==> src/rtl/piano_key_ctrl_pkg.sv <==
// piano_pkg: shared types and constants for the piano key controller.
//   NKEYS        number of keys (key i -> note code i)
//   note_t       4-bit note code
//   state_t      controller FSM states
//   HALF_PERIOD  tone half-periods in 50 MHz cycles, C4..E5
package piano_pkg;

    localparam int NKEYS  = 10;
    localparam int TONE_W = 17;

    typedef logic [3:0] note_t;

    typedef enum logic [1:0] {
        ST_IDLE,
        ST_PLAY,
        ST_GAP
    } state_t;

    localparam logic [TONE_W-1:0] HALF_PERIOD [0:NKEYS-1] = '{
        17'd95556, 17'd85131, 17'd75843, 17'd71586, 17'd63776,
        17'd56818, 17'd50619, 17'd47778, 17'd42566, 17'd37921
    };

    // Lowest-index set bit wins; scanning downward leaves the lowest one.
    function automatic note_t lowest_key(input logic [NKEYS-1:0] keys);
        note_t n;
        n = '0;
        for (int i = NKEYS - 1; i >= 0; i--) begin
            if (keys[i]) n = note_t'(i);
        end
        return n;
    endfunction

    // Scaled half-period, clamped to 1 so a fully shifted-out entry
    // still toggles every cycle instead of stalling the divider.
    function automatic logic [TONE_W-1:0] half_period(input note_t c,
                                                      input int unsigned shift);
        logic [TONE_W-1:0] hp;
        hp = HALF_PERIOD[c] >> shift;
        if (hp == '0) hp = TONE_W'(1);
        return hp;
    endfunction

endpackage

==> src/rtl/piano_key_ctrl_if.sv <==
// piano_key_ctrl_if: key inputs and note outputs of the controller.
//   key_in      raw key switches (bit i = key i)
//   note_code   active note code, 0 when silent
//   note_valid  high while a note plays
//   note_start  one-cycle pulse on the first cycle of a note
//   tone_out    square wave at the active note's pitch
// master: key/switch side (drives key_in); slave: controller.
interface piano_key_ctrl_if;
    import piano_pkg::*;

    logic [NKEYS-1:0] key_in;
    note_t            note_code;
    logic             note_valid;
    logic             note_start;
    logic             tone_out;

    modport master (
        output key_in,
        input  note_code, note_valid, note_start, tone_out
    );

    modport slave (
        input  key_in,
        output note_code, note_valid, note_start, tone_out
    );

endinterface

==> src/rtl/piano_key_ctrl_debounce.sv <==
// key_debounce: 2-flop synchroniser plus debounce counter for one key.
//   clk, rst_n  clock, async active-low reset
//   i_key       raw asynchronous key switch
//   o_db        debounced key level
// o_db follows the synchronised input only after it has differed from
// o_db for DEB_CYCLES consecutive cycles; any bounce restarts the count.
module key_debounce #(
    parameter int unsigned DEB_CYCLES = 4
) (
    input  logic clk,
    input  logic rst_n,
    input  logic i_key,
    output logic o_db
);

    localparam int CW = (DEB_CYCLES > 1) ? $clog2(DEB_CYCLES) : 1;

    logic [1:0]    r_sync;
    logic [CW-1:0] r_cnt;
    logic          r_db;

    always_ff @(posedge clk or negedge rst_n) begin
        if (!rst_n) begin
            r_sync <= '0;
            r_cnt  <= '0;
            r_db   <= 1'b0;
        end else begin
            r_sync <= {r_sync[0], i_key};
            if (r_sync[1] == r_db) begin
                r_cnt <= '0;
            end else if (r_cnt == CW'(DEB_CYCLES - 1)) begin
                // This is the DEB_CYCLES-th consecutive differing cycle.
                r_db  <= r_sync[1];
                r_cnt <= '0;
            end else begin
                r_cnt <= r_cnt + 1'b1;
            end
        end
    end

    assign o_db = r_db;

endmodule

==> src/rtl/piano_key_ctrl.sv <==
// piano_key_ctrl: debounces ten keys, arbitrates one active note
// (lowest index, no preemption) and generates its square-wave tone.
//   clk, rst_n  clock, async active-low reset
//   bus         piano_key_ctrl_if.slave (key_in in; note_* / tone_out out)
// Sequencing: IDLE -> PLAY on any debounced key, PLAY -> GAP when the
// active key releases, GAP -> IDLE after GAP_CYCLES silent cycles.
module piano_key_ctrl
    import piano_pkg::*;
#(
    parameter int unsigned DEB_CYCLES = 4,
    parameter int unsigned GAP_CYCLES = 2,
    parameter int unsigned HP_SHIFT   = 0
) (
    input  logic             clk,
    input  logic             rst_n,
    piano_key_ctrl_if.slave  bus
);

    localparam int GW = (GAP_CYCLES > 1) ? $clog2(GAP_CYCLES) : 1;

    logic [NKEYS-1:0] w_key_db;

    for (genvar g = 0; g < NKEYS; g++) begin : g_key
        key_debounce #(.DEB_CYCLES(DEB_CYCLES)) u_deb (
            .clk   (clk),
            .rst_n (rst_n),
            .i_key (bus.key_in[g]),
            .o_db  (w_key_db[g])
        );
    end

    state_t            r_state,    w_state_nxt;
    note_t             r_cur,      w_cur_nxt;
    note_t             r_code,     w_code_nxt;
    logic [TONE_W-1:0] r_tone_cnt, w_tone_cnt_nxt;
    logic [GW-1:0]     r_gap_cnt,  w_gap_cnt_nxt;
    logic              r_tone,     w_tone_nxt;
    logic              r_valid,    w_valid_nxt;
    logic              r_start,    w_start_nxt;
    note_t             w_pick;

    assign w_pick = lowest_key(w_key_db);

    always_ff @(posedge clk or negedge rst_n) begin
        if (!rst_n) begin
            r_state    <= ST_IDLE;
            r_cur      <= '0;
            r_code     <= '0;
            r_tone_cnt <= '0;
            r_gap_cnt  <= '0;
            r_tone     <= 1'b0;
            r_valid    <= 1'b0;
            r_start    <= 1'b0;
        end else begin
            r_state    <= w_state_nxt;
            r_cur      <= w_cur_nxt;
            r_code     <= w_code_nxt;
            r_tone_cnt <= w_tone_cnt_nxt;
            r_gap_cnt  <= w_gap_cnt_nxt;
            r_tone     <= w_tone_nxt;
            r_valid    <= w_valid_nxt;
            r_start    <= w_start_nxt;
        end
    end

    always_comb begin
        w_state_nxt    = r_state;
        w_cur_nxt      = r_cur;
        w_code_nxt     = r_code;
        w_tone_cnt_nxt = r_tone_cnt;
        w_gap_cnt_nxt  = r_gap_cnt;
        w_tone_nxt     = r_tone;
        w_valid_nxt    = r_valid;
        w_start_nxt    = 1'b0;

        case (r_state)
            ST_IDLE: begin
                if (|w_key_db) begin
                    w_state_nxt    = ST_PLAY;
                    w_cur_nxt      = w_pick;
                    w_code_nxt     = w_pick;
                    w_start_nxt    = 1'b1;
                    w_valid_nxt    = 1'b1;
                    w_tone_nxt     = 1'b0;
                    w_tone_cnt_nxt = half_period(w_pick, HP_SHIFT);
                end
            end
            ST_PLAY: begin
                // Only the active key is watched: other presses are ignored,
                // so a release coinciding with a new press still ends here.
                if (!w_key_db[r_cur]) begin
                    w_state_nxt   = ST_GAP;
                    w_valid_nxt   = 1'b0;
                    w_tone_nxt    = 1'b0;
                    w_code_nxt    = '0;
                    w_gap_cnt_nxt = '0;
                end else if (r_tone_cnt == TONE_W'(1)) begin
                    w_tone_nxt     = ~r_tone;
                    w_tone_cnt_nxt = half_period(r_cur, HP_SHIFT);
                end else begin
                    w_tone_cnt_nxt = r_tone_cnt - 1'b1;
                end
            end
            ST_GAP: begin
                if (r_gap_cnt == GW'(GAP_CYCLES - 1)) begin
                    w_state_nxt = ST_IDLE;
                end else begin
                    w_gap_cnt_nxt = r_gap_cnt + 1'b1;
                end
            end
            default: begin
                w_state_nxt = ST_IDLE;
            end
        endcase
    end

    assign bus.note_code  = r_code;
    assign bus.note_valid = r_valid;
    assign bus.note_start = r_start;
    assign bus.tone_out   = r_tone;

endmodule

==> src/flat_wrapper.sv <==
// flat-port wrapper written by rule: the top's interface ports become plain ports
module piano_key_ctrl_flat import piano_pkg::*;
#(
    parameter int unsigned DEB_CYCLES = 4,
    parameter int unsigned GAP_CYCLES = 2,
    parameter int unsigned HP_SHIFT   = 0
)
  (clk, rst_n, bus_key_in, bus_note_code, bus_note_valid, bus_note_start, bus_tone_out);
  piano_key_ctrl_if bus_i ();
  input  logic clk;
  input  logic rst_n;
  input wire logic [$bits(bus_i.key_in)-1:0] bus_key_in;
  output wire logic [$bits(bus_i.note_code)-1:0] bus_note_code;
  output wire logic [$bits(bus_i.note_valid)-1:0] bus_note_valid;
  output wire logic [$bits(bus_i.note_start)-1:0] bus_note_start;
  output wire logic [$bits(bus_i.tone_out)-1:0] bus_tone_out;
  assign bus_i.key_in = bus_key_in;
  assign bus_note_code = bus_i.note_code;
  assign bus_note_valid = bus_i.note_valid;
  assign bus_note_start = bus_i.note_start;
  assign bus_tone_out = bus_i.tone_out;
  piano_key_ctrl #(.DEB_CYCLES(DEB_CYCLES), .GAP_CYCLES(GAP_CYCLES), .HP_SHIFT(HP_SHIFT)) u_core (.clk(clk), .rst_n(rst_n), .bus(bus_i));
endmodule
==> config.mk <==
export PLATFORM = sky130hd
export DESIGN_NAME = piano_key_ctrl_flat
export DESIGN_NICKNAME = d
export VERILOG_FILES = /design/src/rtl/piano_key_ctrl_pkg.sv /design/src/rtl/piano_key_ctrl_if.sv /design/src/rtl/piano_key_ctrl_debounce.sv /design/src/rtl/piano_key_ctrl.sv /design/src/flat_wrapper.sv
export SDC_FILE = /design/constraint.sdc
export NUM_CORES = 1
export LEC_CHECK = 0
export ABC_AREA = 0
export BUFFER_PORTS_ARGS = -buffer_cell sky130_fd_sc_hd__buf_2
export CAP_MARGIN = 15
export CORE_MARGIN = 2
export CORE_UTILIZATION = 50
export DETAILED_ROUTE_END_ITERATION = 6
export PLACE_DENSITY_LB_ADDON = 0.12
export SLEW_MARGIN = 20
export SYNTH_ARGS = -nofsm -noshare
export SYNTH_HDL_FRONTEND = slang
export SYNTH_SLANG_ARGS = --single-unit
==> constraint.sdc <==
create_clock -name clk -period 3.3 [get_ports clk]
set_input_delay 0.99 -clock clk [delete_from_list [all_inputs] [get_ports clk]]
set_output_delay 0.99 -clock clk [all_outputs]
set_load 0.02 [all_outputs]
==> results of run 1 <==
layout make-up:
cell class	instances	area, µm²
sequential	81	2030
timing repair buffer	23	143
inverter	17	63.8
multi-input combinational	306	2110
clock inverter	7	133
clock buffer	9	124
fill	732	3570
tap	105	131
metal layers:
metal | track usage | vias up | wire (µm)
met5 | 0 | - | 0
met3 | 0.0455 | 15 | 503
met2 | 0.314 | 77 | 4130
met1 | 0.304 | 1542 | 4400
met4 | 0.0574 | 0 | 166
li1 | - | 1548 | -
how the worst max path moves through the flow:
stage | startpoint | slack (ns) | depth (start not counted) | end
finish | u_core.g_key[9].u_deb.o_db | 0.48 | 11 | u_core.r_tone_cnt[7]
global route | u_core.g_key[9].u_deb.o_db | 0.23 | 11 | u_core.r_tone_cnt[7]
CTS | u_core.g_key[8].u_deb.o_db | 0.47 | 11 | u_core.r_tone_cnt[7]
detailed placement | u_core.g_key[8].u_deb.o_db | 0.50 | 11 | u_core.r_tone_cnt[7]
global placement | u_core.g_key[8].u_deb.o_db | 0.62 | 11 | u_core.r_tone_cnt[7]
floorplan | u_core.g_key[6].u_deb.o_db | 0.87 | 11 | u_core.r_tone_cnt[7]
cells in the final DEF, fill, tap and decap left out, types with 4 or more instances in the layout:
master | synthesis | routed
a211oi_1 | 4 | 4
a21o_1 | 4 | 4
a21oi_1 | 23 | 23
a22o_1 | 5 | 5
a31o_2 | 4 | 4
a31oi_1 | 8 | 8
and2_1 | 4 | 4
buf_2 | 10 | 17
buf_4 | 1 | 5
clkbuf_8 | 0 | 9
dfrtp_1 | 81 | 81
ha_1 | 27 | 27
inv_1 | 17 | 17
mux2_2 | 8 | 8
mux2i_1 | 5 | 5
nand2_1 | 28 | 28
nand2b_1 | 7 | 7
nand3_1 | 6 | 6
nor2_1 | 32 | 32
nor2b_1 | 13 | 13
nor3_1 | 18 | 18
nor4_1 | 5 | 5
o211ai_1 | 5 | 5
o21ai_0 | 28 | 28
o221ai_1 | 4 | 4
o31ai_1 | 4 | 4
or3_1 | 4 | 4
or4_1 | 4 | 4
xnor2_1 | 9 | 9
xor2_1 | 10 | 10
cell usage after synthesis (all sizes together), types with 2 or more instances:
library cell	n
and3	2
o21bai	2
nor3	19
nor2b	13
a22o	5
and2	4
nand3	6
nand2b	7
a21oi	24
mux2i	5
o21ai	29
or3	4
mux2	8
xnor2	9
a31oi	8
nor4	6
buf	14
nor2	33
ha	27
a21o	4
nor4b	2
a211o	2
or4	6
nand4	3
a211oi	4
a31o	4
o31a	2
nor3b	3
o221ai	4
nand2	28
inv	17
o211ai	5
clkbuf	11
dfrtp	81
a32oi	2
o31ai	4
xor2	10
worst max-delay path: cells and delay by family, from the launching register on:
| kind | cells | cell delay [ns] |
|---|---|---|
| AO/OA/AOI/OAI | 7 | 1.21 |
| AND/OR/NAND/NOR | 2 | 0.69 |
| adder cells (fa/ha/maj) | 1 | 0.23 |
| flip-flops | 1 | 0.42 |
| buffers and inverters | 1 | 0.17 |
flip-flops by register name, summed over array words and instances, names as in the netlist:
register,count
u_core.bus.note_code,4
u_core.bus.note_start,1
u_core.bus.note_valid,1
u_core.bus.tone_out,1
u_core.g_key.u_deb.o_db,10
u_core.g_key.u_deb.r_cnt,20
u_core.g_key.u_deb.r_sync,20
u_core.r_cur,4
u_core.r_gap_cnt,1
u_core.r_state,2
u_core.r_tone_cnt,17
power groups by stage:
| stage | Sequential (µW) | Clock [µW] | Combinational (µW) |
|---|---|---|---|
| floorplan | 1580 | 0 | 1950 |
| global placement | 1750 | 0 | 2300 |
| CTS | 1750 | 933 | 2350 |
| global route | 1810 | 978 | 2670 |
| detailed placement | 1770 | 0 | 2330 |
| finish | 1750 | 908 | 2350 |
cell families after synthesis:
logic type,count (synthesis),share of synthesized area
DFF,81,0.469
adders and majority gates,27,0.0781
buffers and inverters,42,0.0437
and+or+nand+nor,139,0.172
muxes,14,0.0376
AOI/OAI and AO/OA,107,0.161
xor gates and xnor gates,19,0.0385
through the flow:
step / utilization / std cells / total power [µW]
CTS: 0.570 / 548 / 5030
global placement: 0.539 / 532 / 4050
detailed placement: 0.539 / 532 / 4100
finish: 0.570 / 548 / 5010
floorplan: - / 429 / 3520
global route: 0.570 / 548 / 5460
==> metrics.md, run 1 <==
| Metric | Value |
|---|---|
| Peak supply drop | 0.481 mV |
| Crit Path Class | flop to flop |
| Final setup vio count | 0 |
| Worst Hold Path EP | u_core.g_key[5].u_deb.r_sync[1] |
| Final hold violation count | 0 |
| RSZ-0062 raised after global routing | false |
| Startpoint types | flop |
| Gr ovfl total | 0 |
| Vias in the first global route | 3035 |
| Post-Route WL | 9200 µm |
| Share of cells above drive strength 1 | 0.138 |
| CTS tree | built |
| FF-to-FF End | u_core.r_tone_cnt[7] |
| Port bufs | 18 |
| Gpl congestion | 0.887 |
| Tcrit/Tclk final | 0.855 |
| Max-capacitance violation count | 0 |
| Number of hold buffers added after cts | 0 |
| Clk_lat worst skew | 0.35 ns |
| Drt first pass iters | 4 |
| Post-CTS setup buffer count | 0 |
| Post-synth EDFFs | 0 |
| Slew @ Worst Pin | 0.639 ns |
| Register area share after synthesis | 0.469 |
| Max Slew Vio Count | 0 |
| Highest clock rate | 0.354 GHz |
| Worst min path class | flop to flop |
| Initial antenna violation count | 0 |
| Die Y | 97.0 µm |
| Worst Skew | 0.0100 ns |
| Antenna cell count | 0 |
| DR vias/cell | 5.81 |
| Post-DP HPWL | 6590 µm |
| CTS Root Cell | clkbuf_8 |
| Yosys top cell by area | dfrtp_1 |
| Cell Rows | 33 |
| Cells along the critical path | nor2b_1 > o21bai_1 > a21oi_1 > o21ai_0 > a21oi_1 > inv_1 > ha_1 > o21ai_0 > a21oi_1 > or4_1 > a31oi_1 |
| Status | complete, no violations |
| Worst path most repeated cell | a21oi_1 |
| Initial core utilization | 0.521 |
| Switching Fraction | 0.433 |
| Post-CTS sizing | 0 |
| Reg clk slew, reported paths | 0.09 ns |
| Worst Hold Launch | u_core.g_key[5].u_deb.r_sync[0] |
| Synthesized net count | 468 |
| Drt drc | 0 |
| Drt initial violations | 148 |
| First-pass GRT wire length | 15800 µm |
| GRT Total Usage | 0.208 |
| Net count, final | 477 |
| Worst path slowest cell | or4_1 |
| Share of total power in combinational logic | 0.469 |
| Synth Cell Area | 4320 µm² |
| Full die area | 9410 µm² |
| Hold Path Stages | 0 |
| Post-synth top flop | dfrtp_1 |
| Worst-path fanout max | 6 |
| TritonCTS Buffers | 9 |
| Final worst setup slack | 0.478 ns |
| Largest net degree at the start of global routing | 47 |
| Power Density | 1060 nW/µm² |
| Synth unique cells | 59 |
| #FFs+latches synth | 81 |
| Net switching power figure | 2170 µW |
| Max stage delay on crit path | 0.47 ns |
| Reg-to-Reg Start | u_core.g_key[9].u_deb.o_db |
| Fin crit period | 2.82 ns |
| Area Growth Syn to Fin | 9.38% |
| Drt wl/cell | 16.8 µm |
| Worst Reg-to-Reg Cells | 11 |
| Nature of the critical path endpoint | flop |
| Placed cell areas | 4470 µm² |
| H-tree levels | 3 |
| Chip width | 97.0 µm |
| Core Region | 8300 µm² |
| Flop pwr share | 0.350 |
| Internal power | 2840 µW |
| Post-route cell area | 4730 µm² |
| Ys Warns | 0 |
| Main area contributors after synthesis | dfrtp_1 47%, ha_1 7.8%, o21ai_0 3.2%, nor2_1 2.8%, a21oi_1 2.7% |
| CTS sink count | 81 |
| FF-to-FF setup slack | 0.48 ns |
| Final TNS setup | 0 ns |
| Async S/R FF share, synth | 1.00 |
| Power share of the clock group | 0.181 |
| Critical path arrival | 3.10 ns |
| Avg Synthesized Cell Area | 10.1 µm² |
| Hold slack | 0.357 ns |
| Synth top area share | 0.469 |
| Leak | 0.00208 µW |
| Pre-CTS WS | 0.500 ns |
| Worst slew margin | 0.570 |
| CTS Buffer Depth | 2 |
| Data required, critical path | 3.57 ns |
| Detailed-route via count | 3182 |
| IO Count | 19 |
| Syn Inst Count | 429 |
| ANT nets after route | 0 |
No activity file was read; power rests on OpenSTA's default activity.
==> inputs of run 2 (changes only) <==
Settings changed: PLACE_DENSITY from default to 0.67, PLACE_DENSITY_LB_ADDON 0.12 to default.
==> metrics.md, run 2 (synthesis gave the netlist of run 1 again) <==
| Metric | Value |
|---|---|
| Tcrit/Tclk final | 0.850 |
| Max-capacitance violation count | 0 |
| FF-to-FF End | u_core.r_tone_cnt[7] |
| CTS Buffer Depth | 2 |
| Power Density | 1060 nW/µm² |
| Area Growth Syn to Fin | 8.33% |
| Most frequent cells in the layout | 81 x dfrtp_1, 32 x nor2_1, 28 x o21ai_0, 28 x nand2_1, 27 x ha_1 |
| Cells along the critical path | nor2b_1 > o21bai_1 > a21oi_1 > o21ai_0 > a21oi_1 > inv_1 > ha_1 > o21ai_0 > a21oi_1 > or4_1 > a31oi_1 |
| Post-CTS setup buffer count | 0 |
| Port bufs | 18 |
| Drt drc | 0 |
| Crit path depth | 11 |
| Reg clk slew, reported paths | 0.09 ns |
| First-pass GRT wire length | 15500 µm |
| CTS sink count | 81 |
| ANT nets after route | 0 |
| Largest regs | u_core.g_key.u_deb.r_cnt x20, u_core.g_key.u_deb.r_sync x20, u_core.r_tone_cnt x17 |
| Cell Rows | 33 |
| Placed insts | 530 |
| CTS Root Cell | clkbuf_8 |
| Pre-CTS WS | 0.547 ns |
| Die Y | 97.0 µm |
| CTS tree | built |
| Multi-input gate area | 2110 µm² |
| Post-Route WL | 9120 µm |
| IO Count | 19 |
| H-tree levels | 3 |
| Crit Path Class | flop to flop |
| Clk_lat worst skew | 0.36 ns |
| Nature of the critical path endpoint | flop |
| Peak supply drop | 0.513 mV |
| Most common cell after layout, fill and taps aside | dfrtp_1 |
| Crit path max-delay family | compound AO/OA/AOI/OAI gates |
| Highest clock rate | 0.356 GHz |
| Hold slack | 0.354 ns |
| RSZ-0062 raised after global routing | false |
| Slew @ Worst Pin | 0.738 ns |
| Fill cell count | 725 |
| FF-to-FF setup slack | 0.49 ns |
| Worst-path fanout max | 6 |
| Setup crit start | u_core.g_key[9].u_deb.o_db |
| Detailed-route via count | 3198 |
| Final TNS setup | 0 ns |
| Worst Reg-to-Reg Cells | 11 |
| Leak | 0.00206 µW |
| Post-CTS sizing | 0 |
| Worst slew margin | 0.508 |
| GRT Total Usage | 0.207 |
| Drt first pass iters | 4 |
| Data required, critical path | 3.59 ns |
| Net count, final | 475 |
| Initial core utilization | 0.521 |
| Vias in the first global route | 3156 |
| Worst min path class | flop to flop |
| Post-layout util | 0.564 |
| Full die area | 9410 µm² |
| Max stage delay on crit path | 0.48 ns |
| Gr ovfl total | 0 |
| Startpoint types | flop |
| Drt wl/cell | 16.7 µm |
| Share of cells above drive strength 1 | 0.134 |
| Final hold violation count | 0 |
| TritonCTS Buffers | 9 |
| Number of hold buffers added after cts | 0 |
| Fin crit period | 2.81 ns |
| DR vias/cell | 5.86 |
| Buffers & Inverters on Critical Path | 1 |
| FF/Latch Area | 2030 µm² |
| Antenna cell count | 0 |
| Status | complete, no violations |
| Final Non-Filler Cells | 546 |
| Reg-to-Reg Start | u_core.g_key[9].u_deb.o_db |
| Gpl congestion | 0.902 |
| Post-DP HPWL | 6430 µm |
| Initial antenna violation count | 0 |
| Worst path slowest cell | or4_1 |
| Drt initial violations | 240 |
| Final setup vio count | 0 |
| Chip width | 97.0 µm |
| Worst Skew | 0.0116 ns |
| Final worst setup slack | 0.494 ns |
| Critical path arrival | 3.09 ns |
| Max Slew Vio Count | 0 |
| Largest net degree at the start of global routing | 82 |
| Core Region | 8300 µm² |
| Worst path most repeated cell | a21oi_1 |
| End of the critical path | u_core.r_tone_cnt[7] |
[run 2: changes by cell type in the layout (fill, tap and decap cells not counted)]
| cell | previous run | this run |
|---|---|---|
| inv_8 | 0 | 1 |
| inv_6 | 3 | 1 |
| buf_12 | 1 | 0 |
| bufinv_16 | 3 | 2 |
| clkbuf_8 | 9 | 10 |
| clkinv_4 | 0 | 2 |
| buf_6 | 0 | 1 |
| clkinv_8 | 1 | 0 |
| buf_4 | 5 | 3 |
[run 2: per-layer routing]
metal | GRT usage | wire [µm] | vias up
li1 | - | - | 1546
met1 | 0.280 | 4270 | 1560
met2 | 0.316 | 4180 | 67
met3 | 0.0470 | 395 | 25
met4 | 0.0975 | 273 | 0
met5 | 0 | 0 | -
[run 2: per-stage QoR]
step | area (µm²) | power (µW)
final | 4680 | 4950
after global routing | 4680 | 5380
after CTS | 4680 | 4950
after detailed placement | 4450 | 4090
after global placement | 4450 | 4020
after floorplan | 4320 | 3520
[run 2: area by class of cell]
cell class	instances	area share
multi-input combinational	306	0.450
sequential	81	0.433
clock buffer	10	0.0294
tap	105	0.0280
timing repair buffer	21	0.0254
clock inverter	6	0.0208
inverter	17	0.0136
[run 2: power by group]
group	total [µW]	leakage (µW)	internal [µW]	switching, µW
registers	1760	0.000994	1330	422
clock network	849	0.000119	457	391
logic	2340	0.000950	985	1360
total	4950	0.00206	2780	2170
[run 2: worst min-delay path by stage]
stage	start	cells past startpoint	endpoint	slack, ns
global route	u_core.g_key[5].u_deb.r_sync[0]	0	u_core.g_key[5].u_deb.r_sync[1]	0.36
detailed placement	u_core.g_key[5].u_deb.r_sync[0]	0	u_core.g_key[5].u_deb.r_sync[1]	0.34
CTS	u_core.g_key[5].u_deb.r_sync[0]	0	u_core.g_key[5].u_deb.r_sync[1]	0.35
floorplan	u_core.g_key[0].u_deb.r_sync[0]	0	u_core.g_key[0].u_deb.r_sync[1]	0.33
global placement	u_core.g_key[5].u_deb.r_sync[0]	0	u_core.g_key[5].u_deb.r_sync[1]	0.33
finish	u_core.g_key[5].u_deb.r_sync[0]	0	u_core.g_key[5].u_deb.r_sync[1]	0.35
[run 2: worst register-to-register path: stages, from the launching register on]
cell,delay (ns)
dfrtp_1,0.44
nor2b_1,0.20
o21bai_1,0.10
a21oi_1,0.16
o21ai_0,0.09
a21oi_1,0.42
inv_1,0.19
ha_1,0.24
o21ai_0,0.16
a21oi_1,0.08
or4_1,0.48
a31oi_1,0.18
==> inputs of run 3 (changes only) <==
Settings changed: CORE_UTILIZATION 50 to 62, PLACE_DENSITY 0.67 to 0.8.
==> metrics.md, run 3 (synthesis gave the netlist of run 1 again) <==
| Metric | Value |
|---|---|
| Leak | 0.00204 µW |
| Post-CTS sizing | 0 |
| Post-route cell area | 4630 µm² |
| Detailed-route via count | 3218 |
| Port bufs | 18 |
| Power Density | 1030 nW/µm² |
| DR vias/cell | 6.15 |
| Tcrit/Tclk final | 0.786 |
| FF/Latch Area | 2030 µm² |
| Area Growth Syn to Fin | 7.03% |
| Setup crit start | u_core.g_key[8].u_deb.o_db |
| Worst-path fanout max | 6 |
| H-tree levels | 3 |
| Pre-CTS WS | 0.792 ns |
| CTS sink count | 81 |
| End of the critical path | u_core.r_tone_cnt[14] |
| CTS tree | built |
| Max-capacitance violation count | 0 |
| Max Slew Vio Count | 0 |
| Worst slew margin | 0.478 |
| Net count, final | 477 |
| Number of hold buffers added after cts | 0 |
| Antenna cell count | 0 |
| Post-Route WL | 9040 µm |
| Drt wl/cell | 17.3 µm |
| Core Region | 6760 µm² |
| Post-DP HPWL | 6490 µm |
| Startpoint types | flop |
| Multi-input gate area | 2110 µm² |
| Die Y | 87.5 µm |
| Reg-to-Reg Start | u_core.g_key[8].u_deb.o_db |
| Final worst setup slack | 0.705 ns |
| Data required, critical path | 3.50 ns |
| Drt first pass iters | 5 |
| Fill cell count | 526 |
| Worst min path class | flop to flop |
| CTS Buffer Depth | 2 |
| Initial core utilization | 0.640 |
| Gpl congestion | 0.955 |
| Clk_lat worst skew | 0.35 ns |
| Drt initial violations | 184 |
| GRT Total Usage | 0.249 |
| Crit Path Class | flop to flop |
| Worst Reg-to-Reg Cells | 10 |
| CTS Root Cell | clkbuf_8 |
| Gr ovfl total | 0 |
| Nature of the critical path endpoint | flop |
| Largest regs | u_core.g_key.u_deb.r_cnt x20, u_core.g_key.u_deb.r_sync x20, u_core.r_tone_cnt x17 |
| Final TNS setup | 0 ns |
| Fin crit period | 2.60 ns |
| Critical path arrival | 2.80 ns |
| Total power draw | 4790 µW |
| Most frequent cells in the layout | 81 x dfrtp_1, 32 x nor2_1, 28 x o21ai_0, 28 x nand2_1, 27 x ha_1 |
| Final setup vio count | 0 |
| Share of cells above drive strength 1 | 0.135 |
| TritonCTS Buffers | 9 |
| FF-to-FF setup slack | 0.70 ns |
| Final hold violation count | 0 |
| Peak supply drop | 0.461 mV |
| IO Count | 19 |
| Post-CTS setup buffer count | 0 |
| Worst Skew | 0.0119 ns |
| Full die area | 7660 µm² |
| Highest clock rate | 0.385 GHz |
| Slew @ Worst Pin | 0.764 ns |
| Drt drc | 0 |
| FF-to-FF End | u_core.r_tone_cnt[14] |
| Hold slack | 0.354 ns |
| RSZ-0062 raised after global routing | false |
| First-pass GRT wire length | 14600 µm |
| Largest net degree at the start of global routing | 82 |
| Cell Rows | 30 |
| Placed cell areas | 4420 µm² |
| Reg clk slew, reported paths | 0.09 ns |
| Worst Hold Launch | u_core.g_key[5].u_deb.r_sync[0] |
| ANT nets after route | 0 |
| Most common cell after layout, fill and taps aside | dfrtp_1 |
| Chip width | 87.5 µm |
| Status | complete, no violations |
| Initial antenna violation count | 0 |
| Vias in the first global route | 3093 |
[run 3: layout make-up]
type,instances,share of cell area
clock buffers,10,0.0276
clock inverters,6,0.0111
inverters,17,0.0138
multi-input cells,306,0.456
flip-flops and latches,81,0.438
well taps,80,0.0216
repair buffers,23,0.0324
[run 3: through the flow]
step | util | instances
after floorplan | - | 429
after global placement | 0.654 | 506
after detailed placement | 0.654 | 506
after CTS | 0.681 | 522
after global routing | 0.685 | 523
final | 0.685 | 523
[run 3: how the worst min path moves through the flow]
stage / endpoint / slack, ns / cells after the start
6_report: u_core.g_key[5].u_deb.r_sync[1] / 0.35 / 0
5_1_grt: u_core.g_key[5].u_deb.r_sync[1] / 0.36 / 0
4_1_cts: u_core.g_key[5].u_deb.r_sync[1] / 0.36 / 0
3_5_place_dp: u_core.g_key[8].u_deb.r_sync[1] / 0.34 / 0
3_3_place_gp: u_core.g_key[7].u_deb.r_sync[1] / 0.33 / 0
2_1_floorplan: u_core.g_key[0].u_deb.r_sync[1] / 0.33 / 0
[run 3: critical path, stage by stage, from the launching register on]
cell and delay, ns:
dfrtp_1 0.44, nor2b_1 0.17, o21bai_1 0.10, a21oi_1 0.16, o21ai_0 0.09, a21oi_1 0.16, buf_4 0.16, ha_1 0.17
o21ai_0 0.08, a2111oi_0 0.73, o32ai_1 0.19
[run 3: report_power, final]
part	internal (µW)	switching (µW)	total, µW
clock network	282	380	662
logic	999	1370	2360
registers	1340	427	1760
total	2620	2170	4790
[run 3: per-layer routing]
layer  up-vias  wire length (µm)  GRT usage
met5         -                 0          0
met4         0               258     0.0937
met2       105              4450      0.431
met1      1530              3860      0.308
met3        25               469     0.0493
li1       1558                 -          -
